<file path="src/rtl/clock_monitor_pkg.sv">
// clk_mon_pkg: FSM encoding and default divider timing shared by the clock monitor.
// Rev 1.0
`default_nettype none

package clk_mon_pkg;

  typedef enum logic [1:0] {
    IDLE  = 2'd0,
    TRACK = 2'd1,
    LOST  = 2'd2
  } state_t;

  // Must match the divider's terminal count so both ends agree on the half-period.
  localparam int DEF_EXP_HALF = 250001;
  localparam int DEF_TOL      = 16;

endpackage

`default_nettype wire

</file>
<file path="src/rtl/sync_edge_detect.sv">
// sync_edge_detect: two-flop synchronizer plus history flop; flags either edge of din.
// Rev 1.0
`default_nettype none

module sync_edge_detect (
  input  logic clk,
  input  logic reset,
  input  logic din,
  output logic edge_det
);

  logic s1;
  logic s2;
  logic s3;

  always_ff @(posedge clk) begin
    if (reset) begin
      s1 <= 1'b0;
      s2 <= 1'b0;
      s3 <= 1'b0;
    end else begin
      s1 <= din;
      s2 <= s1;
      s3 <= s2;
    end
  end

  assign edge_det = s2 ^ s3;

endmodule

`default_nettype wire

</file>
<file path="src/rtl/clock_monitor.sv">
// clock_monitor: measures each half-period of a slow clock in clk cycles, reports range, lock and loss.
// Rev 1.0
`default_nettype none

module clock_monitor
  import clk_mon_pkg::*;
#(
  parameter int CNT_W    = 20,
  parameter int EXP_HALF = DEF_EXP_HALF,
  parameter int TOL      = DEF_TOL,
  parameter int LOCK_N   = 2
) (
  input  logic             clk,
  input  logic             reset,
  input  logic             clk_in,
  output logic [CNT_W-1:0] period,
  output logic             period_valid,
  output logic             in_range,
  output logic             locked,
  output logic             lost,
  output logic [15:0]      edge_count
);

  // Requires TOL < EXP_HALF and EXP_HALF+TOL < 2**CNT_W.
  localparam logic [CNT_W-1:0] CNT_MAX  = CNT_W'(EXP_HALF + TOL);
  localparam logic [CNT_W:0]   LO_LIM   = (CNT_W+1)'(EXP_HALF - TOL);
  localparam logic [CNT_W:0]   HI_LIM   = (CNT_W+1)'(EXP_HALF + TOL);
  localparam logic [3:0]       LOCK_MAX = 4'(LOCK_N);

  state_t           state;
  logic             edge_det;
  logic [CNT_W-1:0] cnt;
  logic [3:0]       lock_cnt;
  logic [CNT_W:0]   meas;
  logic             meas_ok;
  logic [3:0]       lock_next;

  sync_edge_detect u_sync (
    .clk      (clk),
    .reset    (reset),
    .din      (clk_in),
    .edge_det (edge_det)
  );

  always_comb begin
    meas      = {1'b0, cnt} + (CNT_W+1)'(1);
    meas_ok   = (meas >= LO_LIM) && (meas <= HI_LIM);
    lock_next = 4'd0;
    if (meas_ok) begin
      lock_next = (lock_cnt == LOCK_MAX) ? lock_cnt : lock_cnt + 4'd1;
    end
  end

  always_ff @(posedge clk) begin
    if (reset) begin
      state        <= IDLE;
      cnt          <= '0;
      lock_cnt     <= 4'd0;
      period       <= '0;
      period_valid <= 1'b0;
      in_range     <= 1'b0;
      locked       <= 1'b0;
      lost         <= 1'b0;
      edge_count   <= 16'd0;
    end else begin
      period_valid <= 1'b0;

      if (edge_det) begin
        cnt        <= '0;
        edge_count <= edge_count + 16'd1;
      end else if (cnt != CNT_MAX) begin
        cnt <= cnt + CNT_W'(1);
      end

      case (state)
        IDLE: begin
          if (edge_det) state <= TRACK;
        end
        TRACK: begin
          // An edge on the saturation cycle is still a measurement, never a loss.
          if (edge_det) begin
            period       <= meas[CNT_W-1:0];
            period_valid <= 1'b1;
            in_range     <= meas_ok;
            lock_cnt     <= lock_next;
            locked       <= (lock_next == LOCK_MAX);
          end else if (cnt == CNT_MAX) begin
            state    <= LOST;
            lost     <= 1'b1;
            locked   <= 1'b0;
            lock_cnt <= 4'd0;
          end
        end
        LOST: begin
          if (edge_det) begin
            state <= TRACK;
            lost  <= 1'b0;
          end
        end
        default: state <= IDLE;
      endcase
    end
  end

endmodule

`default_nettype wire

</file>
<file path="config.mk">
export PLATFORM = sky130hd
export DESIGN_NAME = clock_monitor
export DESIGN_NICKNAME = d
export VERILOG_FILES = /design/src/rtl/clock_monitor_pkg.sv /design/src/rtl/sync_edge_detect.sv /design/src/rtl/clock_monitor.sv
export SDC_FILE = /design/constraint.sdc
export NUM_CORES = 1
export LEC_CHECK = 0
export ABC_CLOCK_PERIOD_IN_PS = 2890
export BUFFER_PORTS_ARGS = -buffer_cell sky130_fd_sc_hd__buf_2
export CORE_MARGIN = 8
export CORE_UTILIZATION = 30
export CTS_BUF_LIST = sky130_fd_sc_hd__clkbuf_8
export DETAILED_ROUTE_END_ITERATION = 16
export MAX_ROUTING_LAYER = met4
export PLACE_DENSITY = 0.55
export SLEW_MARGIN = 20
export SYNTH_ARGS = -nofsm -noshare
export SYNTH_HDL_FRONTEND = slang
export SYNTH_SLANG_ARGS = --single-unit
</file>
<file path="constraint.sdc">
create_clock -name clk -period 2.89 [get_ports clk]
set_input_delay 0.1445 -clock clk [delete_from_list [all_inputs] [get_ports clk]]
set_output_delay 0.1445 -clock clk [all_outputs]
set_load 0.01 [all_outputs]
</file>
### After elaboration in Yosys (flattened, before gate mapping)

Cells that the tools add are included.

| cells by class | value |
|---|---|
| $add $sub $neg | 4 |
| order comparisons | 2 |
| equality and inequality tests | 10 |
| mux-type cells | 15 |
| bitwise operators | 2 |
| reductions and logical operators | 11 |

Operator list:

| cell | count |
|---|---|
| $add A20 B1 Y21 const B | 1 |
| $ge A21 B18 Y1 const B | 1 |
| $le A21 B18 Y1 const B | 1 |
| $add A20 B1 Y20 const B | 1 |
| $eq A20 B18 Y1 const B | 1 |
| $ne A20 B18 Y1 const B | 1 |
| $add A16 B1 Y16 const B | 1 |
| $mux W4 | 4 |
| $eq A4 B2 Y1 const B | 2 |
| $mux W1 | 6 |
| $mux W2 | 3 |
| $ne A2 B2 Y1 const B | 3 |
| $reduce_or A2 Y1 | 3 |
| $add A4 B1 Y4 const B | 1 |
| $pmux W2 S2 | 1 |
| $reduce_and A2 Y1 | 2 |
| $reduce_and A4 Y1 | 1 |
| $reduce_bool A2 Y1 | 2 |
| $reduce_and A3 Y1 | 1 |
| $eq A2 B1 Y1 const B | 1 |
| $eq A2 B2 Y1 const B | 1 |
| $logic_not A2 Y1 | 1 |
| $ne A2 B1 Y1 const B | 1 |
| $pmux W1 S2 | 1 |
| 3 further kinds | 3 |

| storage, ports and cells | value |
|---|---|
| bits in registers | 69 |
| output and inout port bits | 40 |
| logic and storage cells | 56 |

### Depth between registers and ports, before layout

| depth | value |
|---|---|
| depth after elaboration | 6 |
| gate-level depth with buffers | 8 |

### Modules after synthesis

From an unflattened synthesis, not the netlist that was laid out.

| unflattened totals | value |
|---|---|
| cell total of the unflattened synthesis | 377 |
| area, all modules | 3285.7 µm² |

By module, submodules not included:

| module | instances | cells an instance | area each (µm²) | seq. area each (µm²) |
|---|---|---|---|---|
| clock_monitor | 1 | 370 | 3198.1 | 1321.3 |
| sync_edge_detect | 1 | 7 | 87.6 | 60.1 |

### Worst setup path after synthesis

OpenSTA, ideal clock, no wires.

| timing path | value |
|---|---|
| path type | reg2reg |
| from | register cnt[1] |
| to | register lock_cnt[2] |
| data arrival time | 2.164 ns |
| required time | 2.806 ns |
| slack | 0.642 ns |
| stages on the path, launching flop included | 8 |
| clock period less this slack | 2.248 ns |
| cells stage by stage | dfxtp_1 ha_1 nand3_2 nor4_2 nand4_2 a221oi_4 nand4b_4 o31ai_2 |

| between the ends | value |
|---|---|
| longest elaborated chain between the ends | 5 |
| elaborated cells on any way between the ends | 9 |
| classes of those cells | 1 x add/sub; 2 x order compare; 1 x eq/ne; 2 x mux; 3 x reduce/logical |

RTL lines:

| element | line | RTL |
|---|---|---|
| start, declared | clock_monitor.sv:32 | `logic [CNT_W-1:0] cnt;` |
| start signal, assigned | clock_monitor.sv:72 | `cnt <= cnt + CNT_W'(1);` |
| $add A20 B1 Y21 | clock_monitor.sv:46 | `meas = {1'b0, cnt} + (CNT_W+1)'(1);` |
| $ge A21 B18 Y1 or $le A21 B18 Y1 (tied branches) | clock_monitor.sv:47 | `meas_ok = (meas >= LO_LIM) && (meas <= HI_LIM);` |
| $logic_and A1 B1 Y1 | clock_monitor.sv:47 |  |
| $mux W4 | clock_monitor.sv:49 | `if (meas_ok) begin` |
| $mux W4 | clock_monitor.sv:81 | `if (edge_det) begin` |
| end signal, assigned | clock_monitor.sv:85 | `lock_cnt <= lock_next;` |
| end, declared | clock_monitor.sv:33 | `logic [3:0] lock_cnt;` |

Several ways; a longest one is shown, not always the timed one.
A chain may end at the register's enable or synchronous reset.

### Worst setup path after layout

| timing path | value |
|---|---|
| from | register cnt[0] |
| to | register locked |

| between the ends | value |
|---|---|
| longest elaborated chain between the ends | 6 |
| elaborated cells on any way between the ends | 10 |
| classes of those cells | 1 x add/sub; 2 x order compare; 2 x eq/ne; 2 x mux; 3 x reduce/logical |

RTL lines:

| element | line | RTL |
|---|---|---|
| $add A20 B1 Y21 | clock_monitor.sv:46 |  |
| $ge A21 B18 Y1 or $le A21 B18 Y1 (tied branches) | clock_monitor.sv:47 |  |
| $logic_and A1 B1 Y1 | clock_monitor.sv:47 |  |
| $mux W4 | clock_monitor.sv:49 |  |
| $eq A4 B2 Y1 | clock_monitor.sv:86 | `locked <= (lock_next == LOCK_MAX);` |
| $mux W1 | clock_monitor.sv:81 |  |
| end signal, assigned | clock_monitor.sv:86 |  |
| end, declared | clock_monitor.sv:19 | `output logic locked,` |

Several ways; a longest one is shown, not always the timed one.

==> results.py <==
metrics = {
    "worst_setup_path": {
        "slowest_stage": "dfxtp_1",
        "crit_family": "simple AND/OR/NAND/NOR gates",
        "path_class": "register to register",
        "required_ns": 3.15,
        "critPathLaunchType": "register",
        "cp.arrival_ns": 2.76,
        "crit_buf_inv": 0,
        "end_kind": "register",
        "worstPathMaxFanout": 9,
        "path_cells": "ha_1, nand3_2, nor4_2, xnor2_1, nor4b_4, nand4b_4, o31ai_2",
        "slowest_delay_ns": 0.52,
    },
    "timing": {
        "drv_slew": 0,
        "hold_viol": 0,
        "maxSlewHeadroom": 0.642,
        "setup_viol": 0,
        "fin_crit_ns": 2.50,
        "skew_ns": 0.0134,
        "post-route-period-util": 0.866,
        "tightest_slew_ns": 0.530,
        "rsz0062_at_grt": "false",
        "max_clock_freq_mhz": 400,
        "setup_tns_ns": 0,
    },
    "yosys": {
        "synth_xor_area_frac": 0.0960,
        "async_flop_share": 0,
        "yosys-top-cells-count": "dfxtp_1, nor2_1, nand2_1, a211oi_1, xor2_1",
        "ys_seq_elements": 69,
        "netlist_area_um2": 3190,
        "synth_nets": 359,
        "yosysMostFrequentCell": "dfxtp_1",
        "synthCells": 350,
        "synth_cell_types": 50,
        "synth_top_family_by_area": "simple AND/OR/NAND/NOR gates",
        "synth-edff-count": 0,
        "synth-simple-area-share": 0.287,
        "yosysTopAreaCell": "dfxtp_1",
        "synthFlopType": "dfxtp_1",
        "yosys-top-cells-area": "dfxtp_1, nor2_1, xor2_1",
        "yosysWarnings": 0,
        "synth_fa_ha_area_frac": 0.0235,
        "synth_top_area_share": 0.433,
        "muxShareOfSynthArea": 0.00314,
        "synth-compound-area-share": 0.123,
        "seq_area_frac_synth": 0.433,
        "syn-mean-instance-area_um2": 9.12,
    },
    "grt": {
        "grt_overflow": 0,
        "grt_pass1_vias": 2441,
        "track_usage": 0.109,
        "grt_pass1_wl_um": 12200,
        "grt_max_degree": 38,
        "antenna_found_initial": 0,
    },
    "clock_tree": {
        "clk_pin_slew_ns": 0.07,
        "cts-resized-gates": 0,
        "post-cts-setup-buffer-count": 0,
        "worstSkewPairLatency_ns": 0.35,
        "cts_tree": "done",
        "htreeDepth": 3,
        "cts-root-buf": "clkbuf_8",
        "cts_hold_buf": 0,
        "cts_sinks": 69,
        "cts.path.max_buffers": 2,
        "cts_buffers": 9,
    },
    "placement": {
        "post_dp_cell_area_um2": 3530,
        "io_buffers": 42,
        "hpwl_um": 5240,
        "gp_congestion": 0.802,
        "placed_cells": 515,
    },
    "floorplanning": {
        "dieWidth_um": 119,
        "pin_count": 43,
        "die_y_um": 119,
        "initial_core_util": 0.309,
        "core_um2": 10300,
        "rows": 37,
        "die_area_um2": 14200,
    },
    "drt": {
        "wl_met1_um": 3580,
        "wl_um": 7280,
        "wire_per_inst_um": 13.7,
        "via_per_inst": 4.78,
        "first_pass_iters": 4,
        "routed-wl-met3_um": 181,
        "ant_nets": 0,
        "met2_length_um": 3410,
        "via_count": 2536,
        "drcViolationCount": 0,
        "drt_iter0_markers": 105,
        "routed.top_layer": "met4",
    },
    "layout": {
        "regArea_um2": 1380,
        "diodes": 0,
        "multi_input_area_um2": 1700,
        "synthToLayoutAreaGrowth_pct": 17.6,
        "final_cells": 531,
        "nets": 399,
        "utilization": 0.364,
        "drive_above_1_share": 0.200,
        "fillCellCount": 1071,
        "stdcell_area_um2": 3750,
    },
    "power": {
        "powerDensity_nw_per_um2": 523,
        "vdd_drop_max_mv": 0.187,
        "total_power_w": 0.00197,
        "p_leak_nw": 1.47,
    },
    "hold_path": {
        "hp-class": "input pin to register",
    },
    "run_status": {
        "status": "complete, no violations",
    },
    "flow_run": {
        "maxCapViolCount": 0,
    },
}
cell families (layout without fill, tap and decap cells):
family	after synthesis	count (layout)
muxes	1	1
and+or+nand+nor	161	161
DFF	69	69
buffers and inverters	26	71
adders and majority gates	6	6
AOI/OAI and AO/OA	52	52
xor gates and xnor gates	35	35
placed cells by master, fill, tap and decap left out, types with 2 or more instances in the layout:
master	synthesis	layout
dfxtp_1	69	69
nor2_1	60	60
buf_2	3	42
nand2_1	25	25
a211oi_1	21	21
xor2_1	20	20
xnor2_1	15	15
nand3_1	15	15
clkbuf_8	0	10
a21oi_1	9	9
nand4_1	9	9
inv_1	8	8
nor2b_1	6	6
and2_1	6	6
nor3_1	6	6
ha_1	6	6
buf_4	2	5
and4_1	4	4
nand2b_1	4	4
nor4_2	3	3
nor4_1	3	3
and3_1	3	3
or3_1	3	3
o21ai_0	3	3
o21a_1	3	3
nand4_4	2	2
nand4_2	2	2
nor4_4	2	2
a221oi_1	2	2
o41ai_1	2	2
o31ai_2	2	2
o21ai_1	2	2
clkinv_2	0	2
bufinv_16	0	2
report_power, final:
group,internal [W],switching (W)
registers,0.000966,0.0000162
clock network,0.000508,0.000375
logic,0.0000385,0.0000622
worst register-to-register path: stages (launching register included):
cell and delay [ns]:
dfxtp_1 0.52, ha_1 0.31, nand3_2 0.21, nor4_2 0.36
xnor2_1 0.18, nor4b_4 0.46, nand4b_4 0.18, o31ai_2 0.20
state kept, by name (all words and copies together) (netlist names):
| name | cells |
|---|---|
| lock_cnt | 4 |
| edge_count | 16 |
| period_valid | 1 |
| lost | 1 |
| u_sync.s2 | 1 |
| locked | 1 |
| cnt | 20 |
| period | 20 |
| u_sync.s1 | 1 |
| u_sync.s3 | 1 |
| in_range | 1 |
| state | 2 |
through the flow:
stage                     setup slack (ns)  hold slack, ns
after detailed placement             0.420           0.367
after global placement               0.492           0.361
final                                0.388          0.0259
after floorplan                      0.642           0.273
after CTS                            0.385        0.000749
after global routing                 0.173          0.0469
per-layer routing:
metal	track usage	vias up
li1	-	1309
met1	0.137	1189
met2	0.163	31
met3	0.0288	7
met4	0.0435	0
met5	-	-
worst paths after layout:
check,from,end,slack (ns),cells past startpoint
worst max-delay path,cnt[0],locked,0.39,7
worst min-delay path,clk_in,u_sync.s1,0.03,2
worst max register to register,cnt[0],locked,0.39,7
worst min register to register,u_sync.s1,u_sync.s2,0.44,1
cell type report:
class / count / share of cell area
clock inverter: 6 / 0.0230
multi-input combinational: 255 / 0.453
inverter: 8 / 0.00800
tap: 136 / 0.0453
clock buffer: 10 / 0.0367
sequential: 69 / 0.368
timing repair buffer: 47 / 0.0660
Note: power is estimated with default switching activity, not from simulation.
